===== src/rtl/fp_register_read_stage_receiver_pkg.sv =====
// Shared pipeline types for the FP issue -> FP register-read boundary.
// Also holds the active-list age compare that the recovery logic reuses.
package fp_register_read_stage_receiver_pkg;

  localparam int unsigned FP_ISSUE_WIDTH = 2;
  localparam int unsigned PAYLOAD_WIDTH  = 96;
  localparam int unsigned AL_INDEX_WIDTH = 6;

  typedef struct packed {
    logic                      wrap;
    logic [AL_INDEX_WIDTH-1:0] index;
  } ActiveListPtr;

  typedef struct packed {
    logic                     valid;
    logic [PAYLOAD_WIDTH-1:0] payload;
    ActiveListPtr             al_ptr;
  } FPRegisterReadStageRegPath;

  // True when p is the same age as r or younger. Only meaningful while the two
  // pointers are less than one full lap apart, which the active list guarantees.
  function automatic logic IsYoungerOrEqual(ActiveListPtr p, ActiveListPtr r);
    if (p.wrap == r.wrap) begin
      return p.index >= r.index;
    end
    return p.index < r.index;
  endfunction

endpackage


===== src/rtl/fp_rr_lane_reg.sv =====
// One lane of the FP register-read pipeline register: load on no-stall, hold on
// stall, and drop valid whenever the resident op is killed by a flush or recovery.
module fp_rr_lane_reg
  import fp_register_read_stage_receiver_pkg::*;
(
  input  logic                      clk,
  input  logic                      rst,
  input  logic                      stall,
  input  logic                      in_valid,
  input  logic [PAYLOAD_WIDTH-1:0]  in_payload,
  input  ActiveListPtr              in_al_ptr,
  input  logic                      recover,
  input  ActiveListPtr              recover_al_ptr,
  input  logic                      flush_all,
  output FPRegisterReadStageRegPath out_reg
);

  FPRegisterReadStageRegPath reg_d, reg_q;
  logic                      kill;

  always_comb begin
    reg_d = reg_q;
    if (!stall) begin
      reg_d.valid   = in_valid;
      reg_d.payload = in_payload;
      reg_d.al_ptr  = in_al_ptr;
    end
    // Kill is judged on whichever op will occupy the lane: incoming or held.
    kill = flush_all | (recover & IsYoungerOrEqual(reg_d.al_ptr, recover_al_ptr));
    if (kill) begin
      reg_d.valid = 1'b0;
    end
  end

  always_ff @(posedge clk or negedge rst) begin
    if (!rst) begin
      reg_q <= '0;
    end else begin
      reg_q <= reg_d;
    end
  end

  assign out_reg = reg_q;

endmodule


===== src/rtl/fp_register_read_stage_receiver.sv =====
// Receiving side of the FP issue -> register-read pipeline register: per-lane
// hold/kill registers, popcount of surviving lanes and a saturating delivered-op counter.
module fp_register_read_stage_receiver #(
  parameter int unsigned FP_ISSUE_WIDTH   = 2,
  parameter int unsigned PAYLOAD_WIDTH    = 96,
  parameter int unsigned AL_INDEX_WIDTH   = 6,
  parameter int unsigned PERF_COUNT_WIDTH = 16
) (
  input  logic                                             clk,
  input  logic                                             rst,
  input  logic                                             stall,
  input  logic [FP_ISSUE_WIDTH-1:0]                        in_valid,
  input  logic [FP_ISSUE_WIDTH-1:0][PAYLOAD_WIDTH-1:0]     in_payload,
  input  logic [FP_ISSUE_WIDTH-1:0][AL_INDEX_WIDTH:0]      in_al_ptr,
  input  logic                                             recover,
  input  logic [AL_INDEX_WIDTH:0]                          recover_al_ptr,
  input  logic                                             flush_all,
  output logic [FP_ISSUE_WIDTH-1:0]                        out_valid,
  output logic [FP_ISSUE_WIDTH-1:0][PAYLOAD_WIDTH-1:0]     out_payload,
  output logic [FP_ISSUE_WIDTH-1:0][AL_INDEX_WIDTH:0]      out_al_ptr,
  output logic [$clog2(FP_ISSUE_WIDTH+1)-1:0]              out_valid_count,
  output logic [PERF_COUNT_WIDTH-1:0]                      perf_delivered
);

  localparam int unsigned CountWidth = $clog2(FP_ISSUE_WIDTH + 1);
  localparam logic [PERF_COUNT_WIDTH-1:0] PerfMax = '1;

  fp_register_read_stage_receiver_pkg::FPRegisterReadStageRegPath lane_q [FP_ISSUE_WIDTH];

  for (genvar i = 0; i < FP_ISSUE_WIDTH; i++) begin : g_lane
    fp_rr_lane_reg u_lane (
      .clk            (clk),
      .rst            (rst),
      .stall          (stall),
      .in_valid       (in_valid[i]),
      .in_payload     (in_payload[i]),
      .in_al_ptr      (in_al_ptr[i]),
      .recover        (recover),
      .recover_al_ptr (recover_al_ptr),
      .flush_all      (flush_all),
      .out_reg        (lane_q[i])
    );

    assign out_valid[i]   = lane_q[i].valid;
    assign out_payload[i] = lane_q[i].payload;
    assign out_al_ptr[i]  = lane_q[i].al_ptr;
  end

  always_comb begin
    out_valid_count = '0;
    for (int i = 0; i < FP_ISSUE_WIDTH; i++) begin
      out_valid_count = out_valid_count + CountWidth'(out_valid[i]);
    end
  end

  // One extra bit catches the carry so the counter can clamp instead of wrapping.
  logic [PERF_COUNT_WIDTH:0]   perf_sum;
  logic [PERF_COUNT_WIDTH-1:0] perf_d, perf_q;

  assign perf_sum = {1'b0, perf_q} + (PERF_COUNT_WIDTH + 1)'(out_valid_count);

  always_comb begin
    perf_d = perf_q;
    if (!stall) begin
      perf_d = perf_sum[PERF_COUNT_WIDTH] ? PerfMax : perf_sum[PERF_COUNT_WIDTH-1:0];
    end
  end

  always_ff @(posedge clk or negedge rst) begin
    if (!rst) begin
      perf_q <= '0;
    end else begin
      perf_q <= perf_d;
    end
  end

  assign perf_delivered = perf_q;

endmodule


===== config.mk =====
export PLATFORM = sky130hd
export DESIGN_NAME = fp_register_read_stage_receiver
export DESIGN_NICKNAME = d
export VERILOG_FILES = /design/src/rtl/fp_register_read_stage_receiver_pkg.sv /design/src/rtl/fp_rr_lane_reg.sv /design/src/rtl/fp_register_read_stage_receiver.sv
export SDC_FILE = /design/constraint.sdc
export NUM_CORES = 1
export LEC_CHECK = 0
export CAP_MARGIN = 15
export CORE_AREA = 2 2 172 174
export CTS_BUF_LIST = sky130_fd_sc_hd__clkbuf_8
export DETAILED_ROUTE_END_ITERATION = 12
export DIE_AREA = 0 0 174 176
export GPL_TIMING_DRIVEN = 1
export REMOVE_ABC_BUFFERS = 1
export SLEW_MARGIN = 20
export SYNTH_ARGS = -nofsm -noshare
export SYNTH_HDL_FRONTEND = slang
export SYNTH_HIERARCHICAL = 1
export SYNTH_SLANG_ARGS = --single-unit

===== constraint.sdc =====
create_clock -name clk -period 4.1 [get_ports clk]
set_input_delay 0.82 -clock clk [delete_from_list [all_inputs] [get_ports clk]]
set_output_delay 0.82 -clock clk [all_outputs]
set_load 0.01 [all_outputs]

==> results by group <==
Routing
  – Vias after detailed routing: roughly 6,500
  – Vias/cell: ~4.4
  – DRC: 0
  – Drt first-iter violations: ~190
  – Avg WL per Cell: 18.3 um
  – TritonRoute pass-1 iters: 4
  – Post-route ant nets: 0
  – Post-Route WL: about 27,000 um

Clock network
  – Root Buffer: clkbuf_8
  – # hold bufs at CTS: 0
  – H-tree depth: 2
  – Num CTS Buffers: between 40 and 50
  – Post-CTS setup buffers: 0
  – Post-CTS Resized: 0
  – Clock latency at the later pin of the worst-skew pair: ~0.53 ns
  – Clk pin slew, worst setup/hold paths: around 0.06 ns
  – TritonCTS clock tree: built
  – Buffer depth of the longest clock path: 3
  – Sink Count: 224

Timing
  – Worst Hold Slack: ~0.35 ns
  – Slew headroom: 0.350
  – Final clock period utilization by the worst path: 0.649
  – Final setup fails: 0
  – Final hold violation count: 0
  – Skew final: ~0.017 ns
  – Max Freq: ~0.38 GHz
  – Min Tclk post-route: around 2.7 ns
  – Setup TNS: 0 ns
  – Slew Viols, Final: 0
  – Unrepaired setup endpoints after global routing: false
  – Worst-Margin Slew: between 0.9 and 1 ns
  – Worst setup margin: ~1.4 ns

Power and ir drop
  – Int Pwr: 4430 uW
  – Sequential power share: 0.432
  – Maximum VDD drop: 0.221 mV
  – Sw Ratio: 0.259
  – Pwr per Cell Area: between 400 and 500 nW/um^2
  – Leakage: 0.00614 uW
  – Clock power frac: 0.351
  – P_sw: around 1500 uW
  – Total power: between 5000 and 6000 uW
  – Logic pwr share: 0.217

Critical path
  – Crit Path Category: reg2reg
  – Slowest cell delay on critical path: approximately 0.46 ns
  – Crit path DAT: a little over 3 ns
  – CP required: approximately 4.5 ns
  – CP Cell Sequence: ha_1 > ha_1 > inv_1 > fa_1 > or3b_4 > nor3_2 > nand3_1 > mux2_1
  – CP bufs+invs: 1
  – Worst path slowest cell: or3b_4
  – Most frequent cell on the critical path: ha_1
  – Startpoint types: flip-flop
  – Endpoint class of the critical path: flip-flop
  – Delay-heaviest family, CP: adder cells
  – CP max FO: 4

Global route
  – Tot GR Track Use: 0.169
  – Largest net degree at the start of global routing: 97
  – Initial antenna violation count: 1
  – Vias in the first global route: a little under 7,000
  – First-pass GRT wire length: around 40,000 um
  – GRT overflow: 0

Finish
  – Multi-input gate area: 3130 sq um
  – Utilization after layout: 0.513
  – Sequential Area: 5610 sq um
  – Ratio of cells with drive above 1 in the final layout: 0.259
  – Area growth from synthesis to layout: 63.8%
  – NumNets Final: around 1,300
  – FILL cells: 2,626
  – Max FFs per register: between 200 and 250

Die
  – Die Y-Extent: between 150 and 200 um
  – Initial Utilization: 0.313
  – # IOs: 446
  – Die width: roughly 170 um
  – # rows: just over 60
  – Core region area: 28,500 sq um
  – Die Area: between 30,000 and 40,000 sq um

Logic synthesis
  – Syn_area_per_cell: between 15 and 20 sq um
  – Synth Instances: between 500 and 600
  – Synth Cell Area: between 8000 and 9000 sq um
  – Ys Warns: 6
  – Synth cell types: 39
  – Post-synthesis sequential area ratio: 0.627
  – Ys async rst share: 1.00
  – Post-synth EDFFs: 0
  – Dominant synthesized flop cell: dfrtp_1
  – Synthesis-stage register bit count: ~220

Flow run
  – MaxCap Viol Count: 0

Placed design
  – Dpl hpwl: around 20,000 um
  – Placement Setup Slack: between 1 and 1.5 ns
  – GPL Wtd Cong: roughly 0.78
  – IO buf count: 445

Outcome
  – Status: finished, final reports clean

Worst hold path
  – Hold Crit Class: in2async
metrics by stage:
stage	instance area, sq um	instances
3_5_place_dp	13800	1390
4_1_cts	14600	1463
5_1_grt	14600	1464
3_3_place_gp	13800	1390
2_1_floorplan	8800	555
6_report	14600	1464
power groups by stage:
stage	Combinational (uW)	Clock [uW]	Sequential [uW]
3_3_place_gp	1310	0	2620
4_1_cts	1320	2200	2590
3_5_place_dp	1320	0	2630
6_report	1300	2100	2590
2_1_floorplan	320	0	2730
5_1_grt	1390	2300	2620
cells by family after synthesis:
family | synth area share
flip-flops | 0.627
multiplexers | 0.268
AND/OR/NAND/NOR | 0.0332
adder cells (fa/ha/maj) | 0.0232
XOR/XNOR | 0.00784
buffers and inverters | 0.0228
AO/OA/AOI/OAI | 0.0174
worst paths after layout:
path                       cells past startpoint                     startpoint                      endpoint  slack (ns)
hold / removal                                 1                            rst            perf_delivered[15]        0.35
hold reg to reg                                1   g_lane[0].u_lane/out_reg[17]  g_lane[0].u_lane/out_reg[17]        0.50
setup reg to reg                               8  g_lane[0].u_lane/out_reg[103]            perf_delivered[10]        1.44
min in group clk                               1   g_lane[0].u_lane/out_reg[17]  g_lane[0].u_lane/out_reg[17]        0.50
setup / recovery                               8  g_lane[0].u_lane/out_reg[103]            perf_delivered[10]        1.44
max in group asynchronous                      2                            rst   g_lane[1].u_lane/out_reg[3]        2.88
final cells by class:
cell class	count	area share
Antenna cell	1	0.000171
Clock buffer	54	0.0508
Clock inverter	19	0.00573
Inverter	19	0.00487
Multi-Input combinational cell	312	0.214
Sequential cell	224	0.383
Tap cell	384	0.0328
Timing Repair Buffer	451	0.309
synth_stat cells (3+ instances only):
master / n / area [sq um]
mux2_1: 3 / 33.8
buf_2: 22 / 110
inv_1: 19 / 71.3
xnor2_1: 5 / 43.8
nand3_1: 5 / 25.0
nand4_1: 5 / 31.3
ha_1: 15 / 188
xor2_1: 3 / 26.3
nor2_1: 15 / 56.3
mux2_2: 202 / 2270
o21ai_1: 3 / 15.0
nand2_1: 12 / 45.0
a21oi_1: 8 / 40.0
dfrtp_1: 224 / 5610
mux2i_1: 6 / 60.1
metal layers:
layer / track usage / vias to the layer above / share of wire
met2: 0.294 / 282 / 0.51
met4: 0.0525 / 0 / 0.022
met5: 0 / - / 0
met3: 0.0596 / 42 / 0.084
li1: - / 2993 / -
met1: 0.196 / 3155 / 0.38
layout by cell type (no fill, tap or decap), types with 3 or more instances in the layout:
master,Yosys,routed
nand4_1,5,5
dfrtp_1,224,224
ha_1,15,15
nor2_1,15,15
a21oi_1,8,8
o21ai_1,3,3
xnor2_1,5,5
mux2_1,3,3
clkinv_2,0,3
buf_4,0,5
mux2_2,202,202
mux2i_1,6,6
inv_1,19,33
clkbuf_8,0,55
nand2_1,12,12
nand3_1,5,5
xor2_1,3,3
clkdlybuf4s50_1,0,443
Power figures use the tool's default switching activity.
